$ cat config.mk
export PLATFORM = sky130hd
export DESIGN_NAME = mem_writeback_unit
export DESIGN_NICKNAME = d
export VERILOG_FILES = /design/src/rtl/mem_wb_pkg.sv /design/src/rtl/wb_result_sel.sv /design/src/rtl/mem_writeback_unit.sv
export SDC_FILE = /design/constraint.sdc
export NUM_CORES = 1
export LEC_CHECK = 0
export ABC_AREA = 1
export ABC_CLOCK_PERIOD_IN_PS = 1850
export CAP_MARGIN = 20
export CORE_MARGIN = 10
export CORE_UTILIZATION = 47
export DETAILED_ROUTE_END_ITERATION = 10
export GPL_TIMING_DRIVEN = 0
export PLACE_DENSITY = 0.91
export SLEW_MARGIN = 15
export SYNTH_ARGS = -nofsm -noshare
export SYNTH_HDL_FRONTEND = slang
export SYNTH_SLANG_ARGS = --single-unit
$ cat constraint.sdc
create_clock -name clk -period 1.85 [get_ports clk]
set_input_delay 0.37 -clock clk [delete_from_list [all_inputs] [get_ports clk]]
set_output_delay 0.37 -clock clk [all_outputs]
set_load 0.01 [all_outputs]
$ cat src/rtl/mem_wb_pkg.sv
// Shared types for the memory/writeback stage.
//   state_e     : FSM state encoding (IDLE, ACCESS, WB, RETIRE)
//   kind_e      : instruction kind after priority resolution
//   kind_encode : resolves overlapping kind flags, priority st > ld > call > wb
package mem_wb_pkg;

  typedef enum logic [1:0] {
    StIdle,
    StAccess,
    StWb,
    StRetire
  } state_e;

  typedef enum logic [2:0] {
    KIND_NONE,
    KIND_ST,
    KIND_LD,
    KIND_CALL,
    KIND_WB
  } kind_e;

  // Register written with the return address by a call.
  localparam int unsigned RA_REG_DEFAULT = 15;

  function automatic kind_e kind_encode(input logic is_ld, input logic is_st,
                                        input logic is_call, input logic is_wb);
    kind_e kind;
    if (is_st) begin
      kind = KIND_ST;
    end else if (is_ld) begin
      kind = KIND_LD;
    end else if (is_call) begin
      kind = KIND_CALL;
    end else if (is_wb) begin
      kind = KIND_WB;
    end else begin
      kind = KIND_NONE;
    end
    return kind;
  endfunction

endpackage

$ cat src/rtl/wb_result_sel.sv
// Register-file write address/data select for the writeback stage.
// Ports:
//   kind_i       : resolved instruction kind (mem_wb_pkg::kind_e encoding)
//   rd_i         : captured destination register
//   load_data_i  : word returned by the data memory
//   npc_i        : captured next PC (return address for calls)
//   alu_result_i : captured ALU result
//   dr_addr_o    : register-file write address
//   wr_data_o    : register-file write data
module wb_result_sel
  import mem_wb_pkg::*;
#(
  parameter int unsigned DATA_W     = 32,
  parameter int unsigned REG_ADDR_W = 4,
  parameter int unsigned RA_REG     = RA_REG_DEFAULT
) (
  input  logic [2:0]            kind_i,
  input  logic [REG_ADDR_W-1:0] rd_i,
  input  logic [DATA_W-1:0]     load_data_i,
  input  logic [DATA_W-1:0]     npc_i,
  input  logic [DATA_W-1:0]     alu_result_i,
  output logic [REG_ADDR_W-1:0] dr_addr_o,
  output logic [DATA_W-1:0]     wr_data_o
);

  always_comb begin
    dr_addr_o = rd_i;
    wr_data_o = alu_result_i;
    if (kind_i == 3'(KIND_LD)) begin
      wr_data_o = load_data_i;
    end else if (kind_i == 3'(KIND_CALL)) begin
      dr_addr_o = REG_ADDR_W'(RA_REG);
      wr_data_o = npc_i;
    end
  end

endmodule

$ cat src/rtl/mem_writeback_unit.sv
// Memory-access and register-writeback stage downstream of execute.
// Accepts one instruction at a time (inValid/inReady), performs an optional data-memory access
// over a variable-latency req/ack handshake, writes the register file for one cycle and pulses
// done on retirement. All outputs are registered.
// Ports:
//   clk, rstN                 : clock, synchronous active-low reset
//   inValid/inReady           : instruction handshake from execute
//   aluResult, storeData, npc : instruction operands (captured on accept)
//   rd, isLd/isSt/isCall/isWb : destination register and kind flags
//   dmemReq/We/Addr/Wdata     : data-memory request, held stable until ack
//   dmemRdata, dmemAck        : data-memory response
//   wrRegister/drAddr/writeRegData : register-file write port
//   done                      : one-cycle retire pulse
//   memErr                    : access aborted by timeout
// Optional feature: define MEM_TIMEOUT_EN to abort an ACCESS after MEM_TIMEOUT_CYCLES cycles
// without ack; otherwise ACCESS waits indefinitely and memErr is tied low.
module mem_writeback_unit
  import mem_wb_pkg::*;
#(
  parameter int unsigned DATA_W             = 32,
  parameter int unsigned REG_ADDR_W         = 4,
  parameter int unsigned RA_REG             = RA_REG_DEFAULT,
  parameter int unsigned MEM_TIMEOUT_CYCLES = 255
) (
  input  logic                  clk,
  input  logic                  rstN,
  input  logic                  inValid,
  output logic                  inReady,
  input  logic [DATA_W-1:0]     aluResult,
  input  logic [DATA_W-1:0]     storeData,
  input  logic [DATA_W-1:0]     npc,
  input  logic [REG_ADDR_W-1:0] rd,
  input  logic                  isLd,
  input  logic                  isSt,
  input  logic                  isCall,
  input  logic                  isWb,
  output logic                  dmemReq,
  output logic                  dmemWe,
  output logic [DATA_W-1:0]     dmemAddr,
  output logic [DATA_W-1:0]     dmemWdata,
  input  logic [DATA_W-1:0]     dmemRdata,
  input  logic                  dmemAck,
  output logic                  wrRegister,
  output logic [REG_ADDR_W-1:0] drAddr,
  output logic [DATA_W-1:0]     writeRegData,
  output logic                  done,
  output logic                  memErr
);

  state_e                state_q, state_d;
  kind_e                 kind_q, kind_d;
  logic [DATA_W-1:0]     alu_q, alu_d;
  logic [DATA_W-1:0]     store_q, store_d;
  logic [DATA_W-1:0]     npc_q, npc_d;
  logic [REG_ADDR_W-1:0] rd_q, rd_d;
  logic [DATA_W-1:0]     load_data_q, load_data_d;

  logic                  in_ready_q, in_ready_d;
  logic                  dmem_req_q, dmem_req_d;
  logic                  dmem_we_q, dmem_we_d;
  logic [DATA_W-1:0]     dmem_addr_q, dmem_addr_d;
  logic [DATA_W-1:0]     dmem_wdata_q, dmem_wdata_d;
  logic                  wr_register_q, wr_register_d;
  logic [REG_ADDR_W-1:0] dr_addr_q, dr_addr_d;
  logic [DATA_W-1:0]     write_reg_data_q, write_reg_data_d;
  logic                  done_q, done_d;

  logic [REG_ADDR_W-1:0] sel_addr;
  logic [DATA_W-1:0]     sel_data;

`ifdef MEM_TIMEOUT_EN
  localparam int unsigned CntW = $clog2(MEM_TIMEOUT_CYCLES + 1);
  logic [CntW-1:0] cnt_q, cnt_d;
  logic            mem_err_q, mem_err_d;
`else
  logic unused_timeout_cfg;
  assign unused_timeout_cfg = (MEM_TIMEOUT_CYCLES == 0);
`endif

  // Next-state and capture logic.
  always_comb begin
    state_d     = state_q;
    kind_d      = kind_q;
    alu_d       = alu_q;
    store_d     = store_q;
    npc_d       = npc_q;
    rd_d        = rd_q;
    load_data_d = load_data_q;
`ifdef MEM_TIMEOUT_EN
    cnt_d       = cnt_q;
    mem_err_d   = mem_err_q;
`endif
    unique case (state_q)
      StIdle: begin
        if (inValid && in_ready_q) begin
          kind_d  = kind_encode(isLd, isSt, isCall, isWb);
          alu_d   = aluResult;
          store_d = storeData;
          npc_d   = npc;
          rd_d    = rd;
`ifdef MEM_TIMEOUT_EN
          cnt_d     = '0;
          mem_err_d = 1'b0;
`endif
          unique case (kind_d)
            KIND_ST, KIND_LD:  state_d = StAccess;
            KIND_CALL, KIND_WB: state_d = StWb;
            default:           state_d = StRetire;
          endcase
        end
      end
      StAccess: begin
        // Ack takes precedence over a timeout expiring on the same edge.
        if (dmemAck) begin
          if (kind_q == KIND_LD) begin
            load_data_d = dmemRdata;
            state_d     = StWb;
          end else begin
            state_d = StRetire;
          end
        end
`ifdef MEM_TIMEOUT_EN
        else if (cnt_q == CntW'(MEM_TIMEOUT_CYCLES - 1)) begin
          state_d   = StRetire;
          mem_err_d = 1'b1;
        end else begin
          cnt_d = cnt_q + 1'b1;
        end
`endif
      end
      StWb:     state_d = StRetire;
      StRetire: state_d = StIdle;
      default:  state_d = StIdle;
    endcase
  end

  wb_result_sel #(
    .DATA_W     (DATA_W),
    .REG_ADDR_W (REG_ADDR_W),
    .RA_REG     (RA_REG)
  ) u_wb_result_sel (
    .kind_i       (kind_d),
    .rd_i         (rd_d),
    .load_data_i  (load_data_d),
    .npc_i        (npc_d),
    .alu_result_i (alu_d),
    .dr_addr_o    (sel_addr),
    .wr_data_o    (sel_data)
  );

  // Outputs are decoded from the next state so they appear registered in that state.
  always_comb begin
    in_ready_d       = (state_d == StIdle);
    dmem_req_d       = (state_d == StAccess);
    dmem_we_d        = dmem_req_d && (kind_d == KIND_ST);
    dmem_addr_d      = dmem_req_d ? {alu_d[DATA_W-1:2], 2'b00} : '0;
    dmem_wdata_d     = dmem_req_d ? store_d : '0;
    wr_register_d    = (state_d == StWb);
    dr_addr_d        = wr_register_d ? sel_addr : '0;
    write_reg_data_d = wr_register_d ? sel_data : '0;
    done_d           = (state_d == StRetire);
  end

  always_ff @(posedge clk) begin
    if (!rstN) begin
      state_q          <= StIdle;
      kind_q           <= KIND_NONE;
      alu_q            <= '0;
      store_q          <= '0;
      npc_q            <= '0;
      rd_q             <= '0;
      load_data_q      <= '0;
      in_ready_q       <= 1'b1;
      dmem_req_q       <= 1'b0;
      dmem_we_q        <= 1'b0;
      dmem_addr_q      <= '0;
      dmem_wdata_q     <= '0;
      wr_register_q    <= 1'b0;
      dr_addr_q        <= '0;
      write_reg_data_q <= '0;
      done_q           <= 1'b0;
`ifdef MEM_TIMEOUT_EN
      cnt_q            <= '0;
      mem_err_q        <= 1'b0;
`endif
    end else begin
      state_q          <= state_d;
      kind_q           <= kind_d;
      alu_q            <= alu_d;
      store_q          <= store_d;
      npc_q            <= npc_d;
      rd_q             <= rd_d;
      load_data_q      <= load_data_d;
      in_ready_q       <= in_ready_d;
      dmem_req_q       <= dmem_req_d;
      dmem_we_q        <= dmem_we_d;
      dmem_addr_q      <= dmem_addr_d;
      dmem_wdata_q     <= dmem_wdata_d;
      wr_register_q    <= wr_register_d;
      dr_addr_q        <= dr_addr_d;
      write_reg_data_q <= write_reg_data_d;
      done_q           <= done_d;
`ifdef MEM_TIMEOUT_EN
      cnt_q            <= cnt_d;
      mem_err_q        <= mem_err_d;
`endif
    end
  end

  assign inReady      = in_ready_q;
  assign dmemReq      = dmem_req_q;
  assign dmemWe       = dmem_we_q;
  assign dmemAddr     = dmem_addr_q;
  assign dmemWdata    = dmem_wdata_q;
  assign wrRegister   = wr_register_q;
  assign drAddr       = dr_addr_q;
  assign writeRegData = write_reg_data_q;
  assign done         = done_q;
`ifdef MEM_TIMEOUT_EN
  assign memErr       = mem_err_q;
`else
  assign memErr       = 1'b0;
`endif

endmodule

Yosys cells after proc, flatten, opt, wreduce, memory -nomap -nowiden
Index checks and enable logic that the tools add are counted.

word-level totals
  register bits after elaboration = 242
  bits of input ports = 140
  output and inout bits = 106
  word-level logic and storage cells = 67

operators by class
  equal/unequal tests = 14
  mux-type cells = 28
  reduce and logical (&&, ||, !) cells = 8

operator list
  operator            count
  $mux 32             11
  $mux 3              8
  $mux 4              4
  $eq 3x2->1 const B  5
  $eq 2x2->1 const B  4
  $pmux 2 s4          1
  $eq 3x1->1 const B  2
  $eq 2x1->1 const B  2
  $logic_not 2->1     2
  $mux 2              2
  $pmux 2 s2          1
  $reduce_and 2->1    2
  $reduce_or 2->1     2
  $eq 3x3->1 const B  1
  $logic_and 1x1->1   2
  $mux 1              1

Logic depth before layout (Yosys ltp)
  depth in word-level cells = 13
  mapped depth = 11
  depth with buffers taken out = 9

By module
Synthesis repeated with hierarchy kept, for this count alone.

second synthesis, totals
  cells, all modules = 1,173
  area total of the unflattened synthesis = 9,212.6 um^2

modules (own cells, without submodules)
  module              times used  cells an instance  area an instance (um^2)  sequential area each (um^2)
  mem_writeback_unit  1           1,019              8,525.7                  4,804.6
  wb_result_sel       1           154                686.9                    0.0

Worst setup path before layout
No wires, ideal clock.

  kind = reg-to-reg
  start point = register in_ready_q (netlist: inReady)
  end point = register write_reg_data_q[2] (netlist: writeRegData[2])
  library setup time = 0.113 ns
  arrival time = 1.384 ns
  data required time = 1.737 ns
  slack = 0.353 ns
  stages on the path, launching flop included = 12
  buffers on the path = 2
  clock period less this slack = 1.497 ns
  cell sequence = dfxtp_1 > nand2_1 > inv_1 > nand2_2 > buf_6 > nand2_1 > nand2_1 > nor2_4 > buf_4 > nand3_1 > nand3_1 > nor2_1

between the ends
  longest elaborated chain between the ends = 6
  elaborated cells between the ends (all ways) = 15
  those cells by class = eq/ne: 3; mux: 10; reduce/logical: 2

RTL lines
  what                    line                       text
  from (decl)             mem_writeback_unit.sv:58   logic in_ready_q, in_ready_d;
  from (signal assigned)  mem_writeback_unit.sv:194  in_ready_q <= in_ready_d;
  $logic_and 1x1->1 (*)   mem_writeback_unit.sv:95   if (inValid && in_ready_q) begin
  $mux 3                  mem_writeback_unit.sv:95
  $mux 3                  mem_writeback_unit.sv:93   unique case (state_q)
  $eq 3x2->1              wb_result_sel.sv:31        end else if (kind_i == 3'(KIND_CALL)) begin
  $mux 32                 wb_result_sel.sv:31
  $mux 32                 wb_result_sel.sv:29        if (kind_i == 3'(KIND_LD)) begin
  to (signal assigned)    mem_writeback_unit.sv:201  write_reg_data_q <= write_reg_data_d;
  to (decl)               mem_writeback_unit.sv:65   logic [DATA_W-1:0] write_reg_data_q, write_reg_data_d;

Every way passes the cells marked *; elsewhere a longest branch is shown, timed or not.
A chain may end at the register's enable or synchronous reset.

Worst setup path in the final report
  start point = register write_reg_data_q[2] (netlist: writeRegData[2])
  end point = output writeRegData[2]

RTL lines
  what       line                      text
  to (decl)  mem_writeback_unit.sv:45  output logic [DATA_W-1:0] writeRegData,

No word-level cell between the ends.

==> results list <==
* Outcome: completed
* Post-synthesis async set-or-reset flop share: 0
- The count of buffers added on input and output ports is roughly 240.
* Worst Path Arrival: ~1.4 ns
- Leading area contributor after synthesis: dfxtp_1
- Number of global-route vias before repair: just under 8k
* Startpoint of the worst-slack reg-to-reg timing path: inReady
- Maximum Capacitance Violations: 0
- Final antenna-violating net count: 0
* Switching fraction of total power: 0.322
- Together, buffers and inverters on the worst path number 1.
* Unrepaired setup endpoints after global routing: yes
- In the global route stage, overall resource usage came out at 0.218.
- Counting every sink on the clock net gives 240.
- Of the total power, combinational logic draws 0.309.
* Layout Nets: roughly 1.5k
- The floorplan has between 40 and 50 rows.
- Part of the Yosys area used for sequential elements: 0.555
- TritonCTS built the clock tree.
- The congestion estimate from routability-driven global placement came to between 0.8 and 0.9.
- Number of standard cells after synthesis: 1085
- Number of storage elements in the synthesis netlist: 240
- From bottom edge to top edge, the die measures between 150 and 200 um.
- Sequential share of power: 0.397
- The cell area that synthesis handed to floorplanning was 8660 um^2.
- The clock passes through at most 3 buffers.
* Number of buffers added by the clock tree synthesis step: 25
- Synthesized area per cell: between 7 and 8 um^2
- In the finished design, the share of the clock period the worst path needs comes to 0.978.
- Total Power Consumption: about 16 mW
* Post-cts hold buffer count: 0
- Slack of the worst reg-to-reg path: approximately 0.080 ns
* Total wire length: 27600 um
* Area contributors post-synth: dfxtp_1, nand2_1, nor2_1, mux2i_1, nand3_1
* Final routed wire length divided by cell count: about 17 um
- Summed over all nets, the switching power comes to between 5 and 6 mW.
- Part of the total power dissipated in the clock network: 0.293
- Insertion delay of the later-clocked pin in the worst-skew pair: around 0.52 ns
- Dominant register cell in the synthesized netlist: dfxtp_1
- Top-area cell type share of the netlist area: 0.555
- On the final layout, the worst clock skew is roughly 0.018 ns.
- Startpoint of the most critical setup path: writeRegData[2]
- Dividing total power by cell area gives a power density of between 1000 and 1500 nW/um^2.
- The path class of the tightest hold or removal check is in -> reg.
* Clock slew at reported path FFs: approximately 0.06 ns
- Remaining max-slew budget at the tightest pin: 0.589
* Top cells by count, synth: nand2_1, dfxtp_1, nor2_1
* Total Neg Setup Slack: 0 ns
- Worst Hold Launch: npc[13]
* Slew at the pin closest to its max-slew limit: 0.617 ns
* Area growth from synthesis to final layout: 40.8%
- Across all hold checks on the routed design, the worst slack comes to between 0.4 and 0.5 ns.
- Category of the critical setup timing path: reg -> out
* Terminating pin of the worst hold path: npc_q[13]
- The synthesized design contains 0 enable-type register cells.
* Total gr overflow: 0
* Maximum number of pins on one net before global-route repair: 14
- For this block, the via count after detailed routing is between 7k and 8k.
- The clock period could shrink to approximately 1.8 ns.
* Fraction of final layout cells with drive strength greater than 1: 0.0953
- The first global-routing pass estimated around 43000 um of wire.
- In the routed layout, each cell is associated on average with a via count of between 4 and 5.
- Lkg Pwr: 5.55 nW
- The largest single stage delay on the critical path is about 0.6 ns.
* DRC violation count after routing: 0
- Dpl hpwl: slightly above 20000 um
* Antenna violations before repair: 1
- Setup violation total in the final timing report: 0
- The pre-antenna-repair detailed-routing pass consisted of 7 iterations.
- Startpoint type of the worst setup path: flip-flop
- The core region is 18000 um^2.
- For the worst setup path, the data required time is 1.48 ns.
* CTS H-Tree Depth: 1
- VDD sags by at most ~0.84 mV.
* Starting utilization of the core area: 0.480
- Area enclosed by the die boundary: 24300 um^2
- Derived from the worst setup path, the maximum achievable clock frequency is around 550 MHz.
- Sort of element at the end of the critical path: output port
- Final hold violation count: 0
* Cell internal pwr: between 10 and 15 mW
- Along the worst path, the maximum fanout reaches 1.
- Measured along the x axis, the die boundary spans between 150 and 200 um.
- Count of routing violations after the opening detailed-route iteration: between 500 and 600
- Library cell with the highest instance count after synthesis: nand2_1
- Count of yosys warnings during synthesis: 0
- Depth of the worst hold-timing path: 3
* Depth of the worst register-to-register path: 11
* Number of max-slew violations in the final report: 0
- The worst register-to-register path ends at writeRegData[30].
- For this design, the slowest cell found on the critical path is clkdlybuf4s50_1.
- Final std cells w/o fill: around 1.6k
- Kind of cell adding the most delay to the critical path: buffers and inverters
- Placed cells: about 1.6k
- For this design the top-level I/O count stands at approximately 250.
- Walking the worst path, the cells encountered are clkdlybuf4s50_1.
* Distinct cell type count after synthesis: 23
* Clk Tree Root Cell: clkbuf_16
==> per-layer routing <==
layer | vias to the layer above | track usage | part of all wire
met2 | 313 | 0.383 | 0.50
met5 | - | 0 | 0
li1 | 3888 | - | -
met1 | 3653 | 0.248 | 0.39
met4 | 0 | 0.0851 | 0.036
met3 | 60 | 0.0535 | 0.080
==> worst max-delay path by stage <==
stage	to	slack, ns	cells after the start
final	writeRegData[2]	0.04	1
after floorplan	writeRegData[2]	0.35	11
after CTS	writeRegData[30]	0.04	11
after global routing	writeRegData[30]	-0.02	10
after detailed placement	writeRegData[8]	-0.56	11
after global placement	writeRegData[5]	-0.55	11
==> through the flow <==
stage               utilization  instance area, um^2  setup slack [ns]
finish                    0.676                12200            0.0410
global route              0.676                12200           -0.0201
CTS                       0.673                12100            0.0379
detailed placement        0.631                11400            -0.564
global placement          0.631                11400            -0.551
floorplan                     -                 8670             0.353
==> registers in the layout, summed over array words and instances (netlist names), 2 cells and up <==
register      flops
writeRegData     32
dmemAddr         30
state_q           2
dmemWdata        32
store_q          32
kind_q            3
npc_q            32
rd_q              4
alu_q            32
load_data_q      32
drAddr            4
==> cell usage in the layout (no fill, tap or decap) <==
cell	netlist	layout
clkbuf_8	0	3
nand3_4	2	2
buf_6	7	10
clkbuf_4	0	8
nand3_1	69	69
clkinvlp_4	0	1
nand2_1	242	241
inv_2	4	4
nor2_4	4	5
clkbuf_2	0	3
nand2_2	5	6
clkbuf_1	20	25
or2_1	2	2
clkbuf_16	0	25
mux2i_2	0	1
clkinv_2	0	5
inv_1	76	76
conb_1	1	3
mux2i_1	36	35
nand3_2	1	1
dfxtp_2	0	1
nor2_1	236	236
a21oi_1	37	37
buf_4	9	11
nor2_2	3	2
o21ai_1	12	18
buf_2	26	17
clkdlybuf4s50_1	0	242
diode_2	0	2
o21ai_0	23	17
dfxtp_1	240	239
or2_2	26	26
or2_0	4	4
==> cell families (layout without fill, tap and decap cells) <==
logic type	after synthesis	count (layout)	synth area share
AOI/OAI and AO/OA	72	72	0.0416
and+or+nand+nor	594	594	0.286
other	1	5	0.000433
DFF	240	240	0.555
buffers and inverters	142	430	0.0753
muxes	36	36	0.0416
==> layout make-up <==
type | instances | area (um^2)
Timing Repair Buffer | 246 | 2450
Multi-Input combinational cell | 705 | 3220
Buffer | 61 | 385
Sequential cell | 240 | 4810
Inverter | 80 | 300
Fill cell | 1402 | 5830
Tap cell | 229 | 287
Antenna cell | 2 | 5.00
Clock buffer | 37 | 701
Clock inverter | 6 | 32.5
==> power by group through the flow <==
stage	Sequential, mW	Clock [mW]	Combinational [mW]
4_1_cts	6.21	4.64	4.75
3_3_place_gp	6.26	0	4.57
6_report	6.22	4.59	4.84
2_1_floorplan	6.42	0	2.71
5_1_grt	6.28	4.84	5.33
3_5_place_dp	6.31	0	4.70
==> what timing repair did <==
| item | in CTS | in global routing |
|---|---|---|
| setup endpoints to repair | 28 | 102 |
| cloned | 0 | 1 |
| setup buffers | 2 | 1 |
| pin swaps | 1 | 2 |
| resized for setup | 1 | 28 |
Power figures use the tool's default switching activity.
